File: config.mk
export PLATFORM = sky130hd
export DESIGN_NAME = tdm_demux_2ch_flat
export DESIGN_NICKNAME = d
export VERILOG_FILES = /design/src/rtl/tdm_demux_2ch_if.sv /design/src/rtl/tdm_demux_2ch.sv /design/src/flat_wrapper.sv
export SDC_FILE = /design/constraint.sdc
export NUM_CORES = 1
export LEC_CHECK = 0
export ABC_AREA = 1
export CAP_MARGIN = 15
export CORE_MARGIN = 1.5
export CORE_UTILIZATION = 40
export DETAILED_ROUTE_END_ITERATION = 16
export GPL_TIMING_DRIVEN = 0
export PLACE_DENSITY_LB_ADDON = 0.05
export SLEW_MARGIN = 20
export SYNTH_ARGS = -nofsm -noshare
export SYNTH_HDL_FRONTEND = slang
export SYNTH_SLANG_ARGS = --single-unit
File: constraint.sdc
create_clock -name clk -period 1.4 [get_ports clk]
set_input_delay 0.42 -clock clk [delete_from_list [all_inputs] [get_ports clk]]
set_output_delay 0.42 -clock clk [all_outputs]
set_load 0.005 [all_outputs]
File: src/rtl/tdm_demux_2ch_if.sv
// tdm_demux_2ch_if: multiplexed sample bus in, restored x/y channels out.
// master drives the shared stream; slave is the demultiplexer.
interface tdm_demux_2ch_if #(
    parameter int WIDTH = 8,
    parameter int CNT_W = 8
);
    logic [WIDTH-1:0] din;
    logic             din_valid;
    logic             sync;
    logic [WIDTH-1:0] x_out;
    logic [WIDTH-1:0] y_out;
    logic             x_valid;
    logic             y_valid;
    logic             pair_valid;
    logic             err;
    logic [CNT_W-1:0] frame_cnt;

    modport master (
        output din, din_valid, sync,
        input  x_out, y_out, x_valid, y_valid,
        input  pair_valid, err, frame_cnt
    );

    modport slave (
        input  din, din_valid, sync,
        output x_out, y_out, x_valid, y_valid,
        output pair_valid, err, frame_cnt
    );
endinterface

File: src/rtl/tdm_demux_2ch.sv
// tdm_demux_2ch: splits an X/Y time-division stream back into two held
// channels, flags complete pairs and framing errors, counts good frames.
module tdm_demux_2ch #(
    parameter int WIDTH = 8,
    parameter int CNT_W = 8
) (
    input  logic            clk,
    input  logic            reset_n,
    tdm_demux_2ch_if.slave  bus
);

    typedef enum logic [1:0] {
        IDLE  = 2'd0,
        EXP_Y = 2'd1,
        EXP_X = 2'd2
    } state_t;

    state_t           state_q, state_d;
    logic [WIDTH-1:0] x_q, x_d;
    logic [WIDTH-1:0] y_q, y_d;
    logic             xv_q, xv_d;
    logic             yv_q, yv_d;
    logic             pv_q, pv_d;
    logic             err_q, err_d;
    logic [CNT_W-1:0] cnt_q, cnt_d;

    always_ff @(posedge clk or negedge reset_n) begin
        if (!reset_n) begin
            state_q <= IDLE;
            x_q     <= '0;
            y_q     <= '0;
            xv_q    <= 1'b0;
            yv_q    <= 1'b0;
            pv_q    <= 1'b0;
            err_q   <= 1'b0;
            cnt_q   <= '0;
        end else begin
            state_q <= state_d;
            x_q     <= x_d;
            y_q     <= y_d;
            xv_q    <= xv_d;
            yv_q    <= yv_d;
            pv_q    <= pv_d;
            err_q   <= err_d;
            cnt_q   <= cnt_d;
        end
    end

    always_comb begin
        state_d = state_q;
        x_d     = x_q;
        y_d     = y_q;
        xv_d    = 1'b0;
        yv_d    = 1'b0;
        pv_d    = 1'b0;
        err_d   = 1'b0;
        cnt_d   = cnt_q;
        if (bus.din_valid) begin
            unique case (state_q)
                IDLE: begin
                    // Unsynced non-sync samples are expected before lock.
                    if (bus.sync) begin
                        x_d     = bus.din;
                        xv_d    = 1'b1;
                        state_d = EXP_Y;
                    end
                end
                EXP_Y: begin
                    if (bus.sync) begin
                        x_d   = bus.din;
                        xv_d  = 1'b1;
                        err_d = 1'b1;
                    end else begin
                        y_d     = bus.din;
                        yv_d    = 1'b1;
                        pv_d    = 1'b1;
                        cnt_d   = cnt_q + CNT_W'(1);
                        state_d = EXP_X;
                    end
                end
                EXP_X: begin
                    if (bus.sync) begin
                        x_d     = bus.din;
                        xv_d    = 1'b1;
                        state_d = EXP_Y;
                    end else begin
                        err_d   = 1'b1;
                        state_d = IDLE;
                    end
                end
                default: state_d = IDLE;
            endcase
        end
    end

    assign bus.x_out      = x_q;
    assign bus.y_out      = y_q;
    assign bus.x_valid    = xv_q;
    assign bus.y_valid    = yv_q;
    assign bus.pair_valid = pv_q;
    assign bus.err        = err_q;
    assign bus.frame_cnt  = cnt_q;

endmodule

File: src/flat_wrapper.sv
// flat-port wrapper written by rule: the top's interface ports become plain ports
module tdm_demux_2ch_flat 
#(
    parameter int WIDTH = 8,
    parameter int CNT_W = 8
)
  (clk, reset_n, bus_din, bus_din_valid, bus_sync, bus_x_out, bus_y_out, bus_x_valid, bus_y_valid, bus_pair_valid, bus_err, bus_frame_cnt);
  tdm_demux_2ch_if #(.WIDTH(WIDTH), .CNT_W(CNT_W)) bus_i ();
  input  logic clk;
  input  logic reset_n;
  input wire logic [$bits(bus_i.din)-1:0] bus_din;
  input wire logic [$bits(bus_i.din_valid)-1:0] bus_din_valid;
  input wire logic [$bits(bus_i.sync)-1:0] bus_sync;
  output wire logic [$bits(bus_i.x_out)-1:0] bus_x_out;
  output wire logic [$bits(bus_i.y_out)-1:0] bus_y_out;
  output wire logic [$bits(bus_i.x_valid)-1:0] bus_x_valid;
  output wire logic [$bits(bus_i.y_valid)-1:0] bus_y_valid;
  output wire logic [$bits(bus_i.pair_valid)-1:0] bus_pair_valid;
  output wire logic [$bits(bus_i.err)-1:0] bus_err;
  output wire logic [$bits(bus_i.frame_cnt)-1:0] bus_frame_cnt;
  assign bus_i.din = bus_din;
  assign bus_i.din_valid = bus_din_valid;
  assign bus_i.sync = bus_sync;
  assign bus_x_out = bus_i.x_out;
  assign bus_y_out = bus_i.y_out;
  assign bus_x_valid = bus_i.x_valid;
  assign bus_y_valid = bus_i.y_valid;
  assign bus_pair_valid = bus_i.pair_valid;
  assign bus_err = bus_i.err;
  assign bus_frame_cnt = bus_i.frame_cnt;
  tdm_demux_2ch #(.WIDTH(WIDTH), .CNT_W(CNT_W)) u_core (.clk(clk), .reset_n(reset_n), .bus(bus_i));
endmodule
# Word-level counts from Yosys, hierarchy flattened
# Index checks and enable logic that the tools add are counted.
# totals
out_inout_bits	28
input_bits	12
ff_bits	29
# classes
n_reduce_logical	5
bitwise	1
addsub	1
n_eq_ne	4
mux	12
# op_table
operator	count
AND reduction 3 bit	3
adder 8 x 1 -> 8 bit (second input constant)	1
two-way mux 1 bit	8
case mux 2 bit (3 select lines)	1
two-way mux 2 bit	2
inequality test 2 bit (second input constant)	2
OR reduction 3 bit	1
equality test 2 x 1 -> 1 bit (second input constant)	1
equality test 2 bit (second input constant)	1
zero test 2 bit	1
case mux 1 bit (2 select lines)	1
inverter 1 bit	1

# Logic depth before layout (Yosys ltp)
# logic_depth
word_depth	4
mapped_depth	8

# Worst setup path before layout
# Ideal clock, no wire load.
# synth_path
path_kind	reg2reg
start	register u_core.state_q[1]
end	register u_core.cnt_q[1] (netlist: u_core.bus.frame_cnt[1])
slack_ns	0.283
t_arrival_ns	1.000
path_stages_with_launch	8
setup_time_ns	0.117
path_buffers	1
cell_sequence	dfrtp_1 > inv_1 > nand2_1 > nor2_4 > inv_2 > buf_6 > nand2_1 > nand2_1
# synth_via
elab_chain_cells	2
# synth_rtl
element	line_no	rtl
from (decl)	tdm_demux_2ch.sv:18	state_t state_q, state_d;
from (signal assigned)	tdm_demux_2ch.sv:38	state_q <= state_d;
equality test 2 x 1 -> 1 bit	tdm_demux_2ch.sv:59	unique case (state_q)
AND reduction 3 bit (no source line)	n/a	
to (signal assigned)	tdm_demux_2ch.sv:45	cnt_q <= cnt_d;
to (decl)	tdm_demux_2ch.sv:25	logic [CNT_W-1:0] cnt_q, cnt_d;
# Every way passes these cells.
# A chain may end at the register's enable or synchronous reset.

# Final worst setup path
# layout_path
start	register u_core.yv_q (netlist: u_core.bus.y_valid)
end	output port bus_y_valid
# layout_rtl
element	line_no	rtl
from (decl)	tdm_demux_2ch.sv:22	logic yv_q, yv_d;
from (signal assigned)	tdm_demux_2ch.sv:42	yv_q <= yv_d;
to (decl)	flat_wrapper.sv:17	output wire logic [$bits(bus_i.y_valid)-1:0] bus_y_valid;
# No word-level cell between the ends.

==> results.sh <==
export IMPL_hold_class="in -> async"
export IMPL_start_util=0.413
export IMPL_fin_nets=206
export IMPL_p_per_area_mw_per_mm2=1280
export IMPL_power_frac_clock=0.208
export IMPL_end_kind="primary output"
export IMPL_cp_data_required_time_ns=0.98
export IMPL_drv_cap=0
export IMPL_pwr_share_comb=0.334
export IMPL_post_route_drc_count=0
export IMPL_finalCritPeriodShare=0.965
export IMPL_slew_viol_final=0
export IMPL_gp_congestion=0.771
export IMPL_cp_arrival_ns=0.93
export IMPL_fin_area_mm2=0.00186
export IMPL_antenna_found_initial=0
export IMPL_pin_count=40
export IMPL_p_leak_nw=0.962
export IMPL_syn_avg_cell_area_um2=9.62
export IMPL_h_tree_depth=2
export IMPL_outcome="finished clean"
export IMPL_hold_violations=0
export IMPL_yosys_area_share_simple=0.170
export IMPL_finalPower_w=0.00238
export IMPL_hpwl_mm=1.80
export IMPL_grt_util_all_layers=0.182
export IMPL_cts_tree="built"
export IMPL_p_sw_w=0.000675
export IMPL_cts_buffer_depth=2
export IMPL_grt_pass1_wl_mm=4.66
export IMPL_syn_inst=129
export IMPL_ys_seq_area_frac=0.585
export IMPL_cts_buffers=5
export IMPL_cts_root_buffer="clkbuf_4"
export IMPL_clk_latency_ns=0.31
export IMPL_setup_viol=0
export IMPL_grt_start_max_net_pins=30
export IMPL_die_h_um=58.7
export IMPL_syn_nets=142
export IMPL_p_seq_frac=0.457
export IMPL_cts_reportedPaths_clkPinSlew_ns=0.08
export IMPL_syn_cell_area_mm2=0.00124
export IMPL_yosysTopAreaCellShare=0.585
export IMPL_fmaxAchievable_mhz=740
export IMPL_grt_overflow=0
export IMPL_wl_mm=2.69
export IMPL_synth_xor_area_frac=0.0282
export IMPL_synthTopCellsByArea="dfrtp_1, nand2_1, inv_1"
export IMPL_start_kind="flop"
export IMPL_drive_gt1_frac=0.223
export IMPL_switching_share=0.284
export IMPL_placed_area_mm2=0.00167
export IMPL_areaGrowthSynthToFinish_pct=49.7
export IMPL_finalClockSkew_ns=0.00294
export IMPL_numPortBuffers=39
export IMPL_core_mm2=0.00300
export IMPL_synth_cell_types=20
export IMPL_avgRoutedWirePerCell_um=11.9
export IMPL_vias=1063
export IMPL_synth_compound_area_frac=0.103
export IMPL_grt_pass1_vias=1077
export IMPL_synth_top_family_by_area="simple AND/OR/NAND/NOR gates"
export IMPL_rsz0062_at_grt="false"
export IMPL_drt_pass1_iterations=4
export IMPL_synth_seq_cells=29
export IMPL_clock_sinks=29
export IMPL_num_rows=20
export IMPL_timing_worst_setup_path_type="reg -> out"
export IMPL_synth_largest_area_cell="dfrtp_1"
export IMPL_vdd_ir_drop_max_mv=0.731
export IMPL_antennaDiodeCount=0
export IMPL_synth_fa_ha_area_frac=0.0101
export IMPL_die_width_um=58.7
export IMPL_intPower_w=0.00171
export IMPL_yosysWarnings=0
export IMPL_vias_per_cell=4.70
export IMPL_tightest_slew_ns=0.635
export IMPL_max_slew_margin_rel=0.576
export IMPL_path_max_fanout=2
export IMPL_ant_nets=0
export IMPL_final_cell_mix="nand2_1, dfrtp_1, clkdlybuf4s15_1"
export IMPL_dieArea_mm2=0.00345
export IMPL_synth_area_mux_share=0
export IMPL_cts_hold_buf=0
export IMPL_final_common_cell="nand2_1"
export IMPL_finalCriticalPeriod_ns=1.35
export IMPL_drtIter0Drc=30
==> critical path, stage by stage, from the launching register on <==
cell and delay [ns]:
dfrtp_1 0.38, buf_4 0.12, buf_2 0.11
==> power groups by stage <==
stage	combinational [W]	clock [W]	sequential (W)
finish	0.000796	0.000496	0.00109
global route	0.000892	0.000549	0.00111
CTS	0.000749	0.000523	0.00108
detailed placement	0.000663	0	0.00115
global placement	0.000653	0	0.00114
floorplan	0.000240	0	0.00114
==> path summary, 6_finish.rpt <==
check	startpoint	end	slack, ns	depth (start not counted)
setup reg to reg	u_core.state_q[1]$_DFFE_PN0P_	u_core.bus.frame_cnt[1]$_DFFE_PN0P_	0.13	7
max in group asynchronous	reset_n	u_core.bus.y_out[1]$_DFFE_PN0P_	0.87	1
min in group clk	u_core.bus.y_out[3]$_DFFE_PN0P_	u_core.bus.y_out[3]$_DFFE_PN0P_	0.49	2
hold reg to reg	u_core.bus.y_out[3]$_DFFE_PN0P_	u_core.bus.y_out[3]$_DFFE_PN0P_	0.49	2
hold / removal	reset_n	u_core.bus.err$_DFF_PN0_	0.12	1
setup / recovery	u_core.bus.y_valid$_DFF_PN0_	bus_y_valid	0.05	2
==> synthesized netlist by cell type <==
master	n
xor2_1	1
nor2_1	3
nand3_1	4
dfrtp_1	29
nand2_2	2
buf_6	1
o21ai_2	8
nand2_1	34
clkbuf_2	1
inv_2	1
buf_8	1
nand4_1	3
ha_1	1
inv_1	23
nor2_4	1
o21ai_0	10
xnor2_1	3
buf_4	1
o31ai_1	1
nand3_2	1
==> repair_timing <==
item                       in CTS  in global routing
setup buffers                  13                  5
resized for setup              43                 17
setup endpoints to repair      46                 17
hold endpoints to repair        0                  0
==> layout make-up <==
| type | count | area [um^2] |
|---|---|---|
| fillers | 281 | 1140 |
| flip-flops and latches | 29 | 726 |
| repair buffers | 57 | 510 |
| multi-input cells | 72 | 394 |
| inverters | 24 | 90.1 |
| clock buffers | 7 | 55.1 |
| plain buffers | 4 | 41.3 |
| well taps | 33 | 41.3 |
==> routing by layer <==
metal | vias to the layer above | GRT usage | routed length (um)
li1 | 523 | - | -
met1 | 503 | 0.203 | 1080
met2 | 32 | 0.332 | 1440
met3 | 5 | 0.0484 | 136
met4 | 0 | 0.0682 | 44
met5 | - | 0 | 0
==> logic make-up (layout without fill, tap and decap cells) <==
kind of cell	count (synthesis)	after routing
simple gates	48	48
flops	29	29
buf+inv	28	92
xor+xnor	4	4
fa+ha+maj	1	1
compound gates	19	19
==> state kept, by name, summed over array words and instances (netlist names) <==
signal,cells
u_core.bus.y_valid,1
u_core.state_q,2
u_core.bus.x_out,8
u_core.bus.x_valid,1
u_core.bus.frame_cnt,8
u_core.bus.y_out,8
u_core.bus.err,1
==> through the flow <==
step,utilization,hold WS [ns],setup TNS (ns),std cells,setup slack [ns]
final,0.619,0.118,0,226,0.0486
after global routing,0.619,0.159,0,226,0.00620
after CTS,0.599,0.132,0,221,0.00137
after detailed placement,0.555,0.475,-9.28,201,-0.402
after global placement,0.557,0.466,-25.30,201,-0.576
after floorplan,-,0.124,0,129,0.283
(Power assumes the default switching activity.)
